**config.mk**
```make
export PLATFORM = sky130hd
export DESIGN_NAME = time_of_day_counter_flat
export DESIGN_NICKNAME = d
export VERILOG_FILES = /design/src/rtl/time_of_day_counter_pkg.sv /design/src/rtl/time_of_day_counter_if.sv /design/src/rtl/time_of_day_counter_bcd_mod_counter.sv /design/src/rtl/time_of_day_counter.sv /design/src/flat_wrapper.sv
export SDC_FILE = /design/constraint.sdc
export NUM_CORES = 1
export LEC_CHECK = 0
export ABC_AREA = 1
export CELL_PAD_IN_SITES_DETAIL_PLACEMENT = 0
export CELL_PAD_IN_SITES_GLOBAL_PLACEMENT = 2
export CORE_MARGIN = 8
export CORE_UTILIZATION = 26
export CTS_BUF_LIST = sky130_fd_sc_hd__clkbuf_4
export DETAILED_ROUTE_END_ITERATION = 8
export PLACE_DENSITY_LB_ADDON = 0.1
export SKIP_CTS_REPAIR_TIMING = 1
export SYNTH_ARGS = -nofsm -noshare
export SYNTH_HDL_FRONTEND = slang
export SYNTH_SLANG_ARGS = --single-unit
```
**constraint.sdc**
```tcl
create_clock -name sys_clk -period 1.85 [get_ports sys_clk]
set_input_delay 0.37 -clock sys_clk [delete_from_list [all_inputs] [get_ports sys_clk]]
set_output_delay 0.37 -clock sys_clk [all_outputs]
set_load 0.02 [all_outputs]
```
**src/rtl/time_of_day_counter_pkg.sv**
```systemverilog
// Shared definitions for the time-of-day counter.
//   - Digit, pair and time widths, and the BCD digit and hour limits.
//   - bcd_time_t: packed {hh, mm, ss}, two BCD digits per field.
//   - bcd_time_valid(): 1 when every digit is a decimal digit and the
//     value is a legal time of day (00:00:00 .. 23:59:59).
package time_pkg;

  localparam int BCD_DIGIT_W = 4;
  localparam int BCD_PAIR_W  = 2 * BCD_DIGIT_W;
  localparam int TIME_W      = 24;

  localparam logic [BCD_DIGIT_W-1:0] DIGIT_MAX = 4'd9;
  localparam logic [BCD_DIGIT_W-1:0] TENS_MAX  = 4'd5;
  localparam logic [BCD_PAIR_W-1:0]  HOUR_MAX  = 8'd23;

  typedef struct packed {
    logic [BCD_PAIR_W-1:0] hh;
    logic [BCD_PAIR_W-1:0] mm;
    logic [BCD_PAIR_W-1:0] ss;
  } bcd_time_t;

  function automatic logic bcd_time_valid(input bcd_time_t t);
    logic [BCD_PAIR_W-1:0] hours;
    // Binary hour value.  The worst case for two raw nibbles is
    // 15*10 + 15 = 165, which still fits in 8 bits.
    hours = {4'd0, t.hh[7:4]} * 8'd10 + {4'd0, t.hh[3:0]};
    return (t.hh[7:4] <= DIGIT_MAX) && (t.hh[3:0] <= DIGIT_MAX) &&
           (t.mm[7:4] <= TENS_MAX)  && (t.mm[3:0] <= DIGIT_MAX) &&
           (t.ss[7:4] <= TENS_MAX)  && (t.ss[3:0] <= DIGIT_MAX) &&
           (hours <= HOUR_MAX);
  endfunction

endpackage

```
**src/rtl/time_of_day_counter_if.sv**
```systemverilog
// Bus between the time-of-day counter and its user (the divider, the
// display scan and the alarm logic).
//   master : drives clk_1s, run, set_valid/set_time, alarm_wr/alarm_time;
//            receives time_bcd, sec_tick, day_wrap, alarm, set_err.
//   slave  : the counter itself, with the opposite directions.
interface time_of_day_counter_if;
  import time_pkg::*;

  logic              clk_1s;
  logic              run;
  logic              set_valid;
  logic [TIME_W-1:0] set_time;
  logic              alarm_wr;
  logic [TIME_W-1:0] alarm_time;
  logic [TIME_W-1:0] time_bcd;
  logic              sec_tick;
  logic              day_wrap;
  logic              alarm;
  logic              set_err;

  modport master (
    output clk_1s, run, set_valid, set_time, alarm_wr, alarm_time,
    input  time_bcd, sec_tick, day_wrap, alarm, set_err
  );

  modport slave (
    input  clk_1s, run, set_valid, set_time, alarm_wr, alarm_time,
    output time_bcd, sec_tick, day_wrap, alarm, set_err
  );
endinterface

```
**src/rtl/time_of_day_counter_bcd_mod_counter.sv**
```systemverilog
// Two-digit BCD counter that counts 00 .. MODULUS-1.
//   clk, rst_n : clock and asynchronous active-low reset.
//   inc        : advance by one.  Ignored while load is high.
//   load       : take load_val at the next edge.
//   load_val   : packed BCD value to load.
//   count      : current value (registered).
//   count_next : value the counter takes if inc is applied this cycle.
//   carry      : combinational; high when inc wraps MODULUS-1 back to 00.
module bcd_mod_counter
  import time_pkg::*;
#(
  parameter int MODULUS = 60
) (
  input  logic                  clk,
  input  logic                  rst_n,
  input  logic                  inc,
  input  logic                  load,
  input  logic [BCD_PAIR_W-1:0] load_val,
  output logic [BCD_PAIR_W-1:0] count,
  output logic [BCD_PAIR_W-1:0] count_next,
  output logic                  carry
);

  localparam logic [BCD_DIGIT_W-1:0] LAST_HI = 4'((MODULUS - 1) / 10);
  localparam logic [BCD_DIGIT_W-1:0] LAST_LO = 4'((MODULUS - 1) % 10);
  localparam logic [BCD_PAIR_W-1:0]  LAST    = {LAST_HI, LAST_LO};

  logic [BCD_PAIR_W-1:0] count_reg;

  always_comb begin
    count_next = count_reg;
    carry      = 1'b0;
    if (inc) begin
      if (count_reg == LAST) begin
        count_next = '0;
        carry      = 1'b1;
      end else if (count_reg[3:0] == DIGIT_MAX) begin
        count_next = {count_reg[7:4] + 4'd1, 4'd0};
      end else begin
        count_next = {count_reg[7:4], count_reg[3:0] + 4'd1};
      end
    end
  end

  always_ff @(posedge clk or negedge rst_n) begin
    if (!rst_n) begin
      count_reg <= '0;
    end else if (load) begin
      count_reg <= load_val;
    end else begin
      count_reg <= count_next;
    end
  end

  assign count = count_reg;

endmodule

```
**src/rtl/time_of_day_counter.sv**
```systemverilog
// HH:MM:SS time-of-day keeper in packed BCD with a 24-hour wrap.
//   sys_clk   : system clock; every flop uses its rising edge.
//   sys_rst_n : asynchronous active-low reset.
//   tod       : slave side of the time_of_day_counter_if bus.
//
// clk_1s comes from a divider on sys_clk.  Each rising edge becomes a
// one-cycle tick, one cycle after the first edge that samples it high.
// A valid set_valid loads the time and drops any tick in that same cycle.
// An invalid set or alarm write pulses set_err and changes nothing.
// alarm pulses when an increment lands on the armed alarm time.  The
// alarm stays armed afterwards, so it fires again 24 h later.
module time_of_day_counter
  import time_pkg::*;
#(
  parameter bit ALARM_EN = 1'b1
) (
  input  logic                 sys_clk,
  input  logic                 sys_rst_n,
  time_of_day_counter_if.slave tod
);

  // Edge detector.  These flops run regardless of run, so toggling run
  // can never manufacture a tick on its own.
  logic s1_reg, s2_reg, tick;

  always_ff @(posedge sys_clk or negedge sys_rst_n) begin
    if (!sys_rst_n) begin
      s1_reg <= 1'b0;
      s2_reg <= 1'b0;
    end else begin
      s1_reg <= tod.clk_1s;
      s2_reg <= s1_reg;
    end
  end

  assign tick = s1_reg & ~s2_reg;

  logic      set_ok, set_bad, inc;
  bcd_time_t load_time;

  assign load_time = bcd_time_t'(tod.set_time);
  assign set_ok    = tod.set_valid & bcd_time_valid(load_time);
  assign set_bad   = tod.set_valid & ~bcd_time_valid(load_time);
  // A valid load wins over a coincident tick.  An invalid load does not
  // block the tick.
  assign inc       = tick & tod.run & ~set_ok;

  logic [BCD_PAIR_W-1:0] sec_cnt, min_cnt, hr_cnt;
  logic [BCD_PAIR_W-1:0] sec_next, min_next, hr_next;
  logic                  sec_carry, min_carry, hr_carry;

  bcd_mod_counter #(.MODULUS(60)) u_sec (
    .clk        (sys_clk),
    .rst_n      (sys_rst_n),
    .inc        (inc),
    .load       (set_ok),
    .load_val   (load_time.ss),
    .count      (sec_cnt),
    .count_next (sec_next),
    .carry      (sec_carry)
  );

  bcd_mod_counter #(.MODULUS(60)) u_min (
    .clk        (sys_clk),
    .rst_n      (sys_rst_n),
    .inc        (sec_carry),
    .load       (set_ok),
    .load_val   (load_time.mm),
    .count      (min_cnt),
    .count_next (min_next),
    .carry      (min_carry)
  );

  bcd_mod_counter #(.MODULUS(24)) u_hr (
    .clk        (sys_clk),
    .rst_n      (sys_rst_n),
    .inc        (min_carry),
    .load       (set_ok),
    .load_val   (load_time.hh),
    .count      (hr_cnt),
    .count_next (hr_next),
    .carry      (hr_carry)
  );

  // Post-increment time: the value time_bcd takes at this edge.
  bcd_time_t inc_time;
  assign inc_time = {hr_next, min_next, sec_next};

  logic alarm_bad, alarm_pulse;

  generate
    if (ALARM_EN) begin : g_alarm
      logic [TIME_W-1:0] alarm_time_reg;
      logic              armed_reg;
      logic              alarm_reg;
      logic              wr_ok;

      assign wr_ok     = tod.alarm_wr & bcd_time_valid(bcd_time_t'(tod.alarm_time));
      assign alarm_bad = tod.alarm_wr & ~bcd_time_valid(bcd_time_t'(tod.alarm_time));

      // The compare reads the alarm register before any write in this
      // cycle lands, so a coincident alarm_wr uses the old alarm time.
      always_ff @(posedge sys_clk or negedge sys_rst_n) begin
        if (!sys_rst_n) begin
          alarm_time_reg <= '0;
          armed_reg      <= 1'b0;
          alarm_reg      <= 1'b0;
        end else begin
          alarm_reg <= inc & armed_reg & (inc_time == alarm_time_reg);
          if (wr_ok) begin
            alarm_time_reg <= tod.alarm_time;
            armed_reg      <= 1'b1;
          end
        end
      end

      assign alarm_pulse = alarm_reg;
    end else begin : g_no_alarm
      assign alarm_bad   = 1'b0;
      assign alarm_pulse = 1'b0;
    end
  endgenerate

  logic sec_tick_reg, day_wrap_reg, set_err_reg;

  always_ff @(posedge sys_clk or negedge sys_rst_n) begin
    if (!sys_rst_n) begin
      sec_tick_reg <= 1'b0;
      day_wrap_reg <= 1'b0;
      set_err_reg  <= 1'b0;
    end else begin
      sec_tick_reg <= inc;
      day_wrap_reg <= hr_carry;
      set_err_reg  <= set_bad | alarm_bad;
    end
  end

  assign tod.time_bcd = {hr_cnt, min_cnt, sec_cnt};
  assign tod.sec_tick = sec_tick_reg;
  assign tod.day_wrap = day_wrap_reg;
  assign tod.alarm    = alarm_pulse;
  assign tod.set_err  = set_err_reg;

endmodule

```
**src/flat_wrapper.sv**
```systemverilog
// flat-port wrapper written by rule: the top's interface ports become plain ports
module time_of_day_counter_flat import time_pkg::*;
#(
  parameter bit ALARM_EN = 1'b1
)
  (sys_clk, sys_rst_n, tod_clk_1s, tod_run, tod_set_valid, tod_set_time, tod_alarm_wr, tod_alarm_time, tod_time_bcd, tod_sec_tick, tod_day_wrap, tod_alarm, tod_set_err);
  time_of_day_counter_if tod_i ();
  input  logic sys_clk;
  input  logic sys_rst_n;
  input wire logic [$bits(tod_i.clk_1s)-1:0] tod_clk_1s;
  input wire logic [$bits(tod_i.run)-1:0] tod_run;
  input wire logic [$bits(tod_i.set_valid)-1:0] tod_set_valid;
  input wire logic [$bits(tod_i.set_time)-1:0] tod_set_time;
  input wire logic [$bits(tod_i.alarm_wr)-1:0] tod_alarm_wr;
  input wire logic [$bits(tod_i.alarm_time)-1:0] tod_alarm_time;
  output wire logic [$bits(tod_i.time_bcd)-1:0] tod_time_bcd;
  output wire logic [$bits(tod_i.sec_tick)-1:0] tod_sec_tick;
  output wire logic [$bits(tod_i.day_wrap)-1:0] tod_day_wrap;
  output wire logic [$bits(tod_i.alarm)-1:0] tod_alarm;
  output wire logic [$bits(tod_i.set_err)-1:0] tod_set_err;
  assign tod_i.clk_1s = tod_clk_1s;
  assign tod_i.run = tod_run;
  assign tod_i.set_valid = tod_set_valid;
  assign tod_i.set_time = tod_set_time;
  assign tod_i.alarm_wr = tod_alarm_wr;
  assign tod_i.alarm_time = tod_alarm_time;
  assign tod_time_bcd = tod_i.time_bcd;
  assign tod_sec_tick = tod_i.sec_tick;
  assign tod_day_wrap = tod_i.day_wrap;
  assign tod_alarm = tod_i.alarm;
  assign tod_set_err = tod_i.set_err;
  time_of_day_counter #(.ALARM_EN(ALARM_EN)) u_core (.sys_clk(sys_clk), .sys_rst_n(sys_rst_n), .tod(tod_i));
endmodule
```
# Yosys cells after proc, flatten, opt, wreduce, memory -nomap -nowiden
# Index checks and enable logic that the tools add are counted.
[classes] reduce_logical=12 n_bitwise=14 muxes=18 eq_ne=7 n_mul=2 n_addsub=8 order_cmp=14
[ops] cell="$mux W8" count=12
[ops] cell="$le A4 B4 Y1 const B" count=8
[ops] cell="$add A4 B1 Y4 const B" count=6
[ops] cell="$eq A24 B24 Y1" count=1
[ops] cell="$add A8 B4 Y8" count=2
[ops] cell="$eq A8 B7 Y1 const B" count=2
[ops] cell="$le A4 B3 Y1 const B" count=4
[ops] cell="$le A8 B5 Y1 const B" count=2
[ops] cell="$mul A4 B3 Y7 const B" count=2
[ops] cell="$eq A4 B4 Y1 const B" count=3
[ops] cell="$logic_and A1 B1 Y1" count=12
[ops] cell="$and A1 B1 Y1" count=9
[ops] cell="$eq A8 B6 Y1 const B" count=1
[ops] cell="$mux W1" count=6
[ops] cell="$not A1 Y1" count=4
[ops] cell="$or A1 B1 Y1" count=1
[totals] regBits=55 in_bits=54 output_inout_bits=28

# Logic depth before layout (Yosys ltp)
[depth] word_depth=15 mapped_depth=23

# Modules after synthesis
# A second synthesis with hierarchy kept.
[unflattened] hier_cells=593 hier_area_um2=4107.7
[by_module_without_submodules] module="time_of_day_counter" cells_each=329 seq_area_each_um2=775.7 area_per_inst_um2=2321.0 instances=1
[by_module_without_submodules] module="bcd_mod_counter (u_core.u_min ...)" cells_each=84 seq_area_each_um2=200.2 area_per_inst_um2=584.3 instances=2
[by_module_without_submodules] module="bcd_mod_counter (u_core.u_hr)" cells_each=96 seq_area_each_um2=200.2 area_per_inst_um2=618.1 instances=1

# Worst setup path before layout
# OpenSTA, ideal clock, no wires.
[synth_path] kind="input port to flip-flop" from="input tod_alarm_time[21]" to="register u_core.g_alarm.alarm_time_reg[20]" required_ns=1.717 setup_slack_ns=-0.953 t_arrival_ns=2.670 stages=10 cell_sequence="ha_1 ha_1 fa_1 inv_1 nor4_1 xnor2_1 o2111ai_1 nor2_1 clkbuf_1 o21ai_0"
[synth_via] elab_chain_len=8
[synth_lines] element="start, declared" line_no="flat_wrapper.sv:15" source="input wire logic [$bits(tod_i.alarm_time)-1:0] tod_alarm_time;"
[synth_lines] element="parallel branches: the longest is 6 deep, another holds $add A8 B4 Y8"
[synth_lines] element="$logic_and A1 B1 Y1 (*)" line_no="time_of_day_counter_pkg.sv:29" source="(t.ss[7:4] <= TENS_MAX) && (t.ss[3:0] <= DIGIT_MAX) &&"
[synth_lines] element="$and A1 B1 Y1 (*)" line_no="time_of_day_counter.sv:98" source="assign wr_ok = tod.alarm_wr & bcd_time_valid(bcd_time_t'(tod.alarm_time));"
[synth_lines] element="end signal, assigned" line_no="time_of_day_counter.sv:111" source="alarm_time_reg <= tod.alarm_time;"
[synth_lines] element="end, declared" line_no="time_of_day_counter.sv:93" source="logic [TIME_W-1:0] alarm_time_reg;"
# Every way passes the cells marked *.
# A chain may end at the register's enable or synchronous reset.

# Final worst setup path
[layout_path] from="input tod_set_time[21]" to="register u_core.g_alarm.alarm_reg, in the netlist u_core.tod.alarm"
[layout_via] elab_chain_len=15
[layout_lines] element="start, declared" line_no="flat_wrapper.sv:13" source="input wire logic [$bits(tod_i.set_time)-1:0] tod_set_time;"
[layout_lines] element="parallel branches: the longest is 6 deep, another holds $add A8 B4 Y8"
[layout_lines] element="$logic_and A1 B1 Y1 (*)" line_no="time_of_day_counter_pkg.sv:29"
[layout_lines] element="$and A1 B1 Y1 (*)" line_no="time_of_day_counter.sv:42" source="assign set_ok = tod.set_valid & bcd_time_valid(load_time);"
[layout_lines] element="$not A1 Y1 (*)" line_no="time_of_day_counter.sv:46" source="assign inc = tick & tod.run & ~set_ok;"
[layout_lines] element="$and A1 B1 Y1 (*)" line_no="time_of_day_counter.sv:46"
[layout_lines] element="$mux W1 (2 in series)" line_no="time_of_day_counter_bcd_mod_counter.sv:33" source="if (inc) begin"
[layout_lines] element="$mux W8" line_no="time_of_day_counter_bcd_mod_counter.sv:33"
[layout_lines] element="$eq A24 B24 Y1" line_no="time_of_day_counter.sv:109" source="alarm_reg <= inc & armed_reg & (inc_time == alarm_time_reg);"
[layout_lines] element="$and A1 B1 Y1 (*)" line_no="time_of_day_counter.sv:109"
[layout_lines] element="end signal, assigned" line_no="time_of_day_counter.sv:109"
[layout_lines] element="end, declared" line_no="time_of_day_counter.sv:95" source="logic alarm_reg;"
# Marks and branches as above.

==> results.toml <==
[cts]
tritoncts_clock_tree = "yes"
cts_buffer_depth = 2
cts.sink_count = 55
clk_root_buffer_cell = "clkbuf_4"
insertion_delay_ps = 430
htree_levels = 2
clk_pin_slew_worst_paths_ps = 170
cts_made_buffers = 5

[pwr]
p_leak_nw = 3.80
switching_power_mw = 1.96
vdd.ir_drop.worst_mv = 0.434
power_density_relative_to_cell_area_nw_per_um2 = 661
share_clk_of_total_power = 0.128
swShare = 0.402
totalPowerFinal_mw = 4.88
p_int_mw = 2.92
share_comb_of_total_power = 0.561
fraction_of_power_consumed_by_sequential_logic = 0.311

[run]
cap_violations = 0

[place]
hpwl_mm = 12.1
port_buffer_count = 81
placement.setup.worst_slack_ps = -1810
detailed_place.area_um2 = 6410
gpl.final_weighted_congestion = 0.843

[layout]
fraction_of_final_layout_cells_with_drive_strength_greater_than_1 = 0.371
finalNetCount = 932
area.growth.synth_to_final_pct = 80.2
fillers = 1611
area_used_by_sequential_logic_in_the_layout_um2 = 1380
layout.cells.most_common_list = "nand2_1, buf_4, inv_1"
combined_area_of_the_multi_input_logic_cells_um2 = 2820
number_of_flip_flops_in_the_largest_register = 24
finalCoreUtilization = 0.471
fin_area_um2 = 7380
final_common_cell = "nand2_1"

[floorplan]
num_rows = 46
die_height_um = 141
initial_core_util = 0.262
placeableCoreArea_um2 = 15700
ioPinCount = 82
floorplan_die_area_um2 = 20000
die_w_um = 141

[worst_hold_path]
min-delay-path-class = "in -> reg"
whs_endpoint = "u_core.u_hr.count[4]"
hold-path-cell-count = 3
timing.hold.worst.start = "tod_set_time[20]"

[drt]
total_routed_length_mm = 15.9
wire_length_per_cell_um = 14.9
final_antenna_net_count = 0
drt-pass1-iter-count = 4
via_count = 4656
avgViaCountPerCell = 4.37
drc = 0
drt_iter0_drc = 231

[global_routing]
grt_first_pass_wirelength_mm = 23.5
antenna_violations_before_repair = 1
first_global_vias = 4642
grt_use_total = 0.150
grt_start_max_net_pins = 26
grt_remaining_overflow = 0

[synthesis]
multiplexer_fraction_of_the_synthesized_cell_area = 0
number_of_nets_in_the_synthesized_netlist = 680
yosysUniqueCellTypes = 34
post_synth_xor_area_fraction = 0.0300
synth.yosys.seq_area_share = 0.336
combinational_family_with_the_most_area_after_synthesis = "simple AND/OR/NAND/NOR gates"
synthesis.area_um2 = 4090
synth_compound_gate_area_share = 0.0892
netlist_instances = 596
yosysWarningCount = 0
postSynthRegisterBits = 55
yosys.area_share.adder = 0.0990
synth-simple-area-share = 0.346
syn-mean-instance-area_um2 = 6.87

[timing]
finalClockSkew_ps = 24.9
final_setup_vio_count = 53
post-route-worst-setup-slack_ps = -844
worst_slew_margin_rel = 0.577
actual_transition_at_the_worst_max_transition_pin_ps = 634
period_needed_ps = 2690
total_count_of_max_transition_violations_in_the_final_report = 0
totalNegativeSetupSlack_ps = -25860
fmax_ghz = 0.371
layout_worst_path_cycle_share = 1.46
hold_viol_final = 0
setup_repair_after_global_routing_missed_its_margin = "true"

[setup_path]
critPathKind = "in -> reg"
highest_net_fanout_along_the_worst_path = 8
timing.critical_path.arrival_ps = 3050
critPathRequiredTime_ps = 2210
rrSetupSlack_ps = -400
start_kind = "input port"
crit-reg2reg-capture = "u_core.tod.alarm"
worst_setup_path_end_kind = "flip-flop"
worstReg2RegStart = "u_core.u_sec.count[1]"
r2r.worst_path.cells = 16

[outcome]
failed_checks = "negative setup slack"
outcome = "finished with violations"
power groups by stage:
stage	clock (mW)	combinational, mW	sequential, mW
6_report	0.625	2.74	1.52
4_1_cts	0.679	2.59	1.52
2_1_floorplan	0	1.04	1.72
3_3_place_gp	0	2.57	1.54
5_1_grt	0.703	3.05	1.54
3_5_place_dp	0	2.57	1.54
cell type report:
class / count / share of cell area
Tap cell: 216 / 0.0366
Timing Repair Buffer: 257 / 0.337
Sequential cell: 55 / 0.187
Antenna cell: 1 / 0.000339
Multi-Input combinational cell: 441 / 0.383
Inverter: 88 / 0.0475
Clock buffer: 5 / 0.00509
Clock inverter: 3 / 0.00356
how the worst max path moves through the flow:
| stage | to | cells past startpoint | start | slack, ps |
|---|---|---|---|---|
| 2_1_floorplan | u_core.tod.alarm | 22 | tod_set_time[21] | -850 |
| 3_3_place_gp | u_core.tod.alarm | 20 | tod_set_time[21] | -1810 |
| 3_5_place_dp | u_core.tod.alarm | 20 | tod_set_time[21] | -1810 |
| 4_1_cts | u_core.tod.alarm | 20 | tod_set_time[21] | -1340 |
| 5_1_grt | u_core.tod.alarm | 21 | tod_set_time[21] | -980 |
| 6_report | u_core.tod.alarm | 21 | tod_set_time[21] | -840 |
metrics by stage:
step / instances / hold WS [ps]
floorplan: 596 / 74.4
global placement: 1040 / 360
detailed placement: 1040 / 370
CTS: 1048 / -104
global route: 1066 / 198
finish: 1066 / 226
routing by layer:
layer  wire length [µm]  track usage
met5                  0            0
met4                217       0.0350
met1               7450        0.192
met3                587       0.0282
met2               7660        0.257
cell usage after synthesis, drive strengths merged:
cell type	count	area (µm²)
buf	8	60.1
fa	4	80.1
nor3	4	20.0
a31oi	3	18.8
nor4	1	6.26
o41ai	1	8.76
nor2	52	213
dfrtp	55	1380
nand2	193	724
a21oi	12	60.1
or2	2	12.5
ha	26	325
o2111ai	1	8.76
a211oi	1	7.51
xor2	11	96.3
clkbuf	5	18.8
and2	2	12.5
nand4	8	65.1
inv	88	330
o21ai	49	245
nand3b	4	30.0
xnor2	3	26.3
and3b	1	8.76
o211ai	1	7.51
nand3	60	323
a22o	1	8.76
kinds of logic after synthesis:
logic type,Yosys count
buf+inv,101
xor+xnor,14
simple gates,327
compound gates,69
fa+ha+maj,30
flops,55
worst max-delay path, cell delays in order:
cell	delay, ps
buf_8	100
ha_4	260
ha_4	130
inv_2	30
fa_2	520
inv_2	50
nand3_1	100
nand3_2	100
nor2_4	140
nand3_4	140
buf_12	190
buf_6	110
nand3b_1	120
nand2_1	90
nand2_1	80
nand2_1	60
nor2_1	110
nand3_1	80
nor2_1	100
nand3_1	70
nor2_1	80
Power figures use the tool's default switching activity.
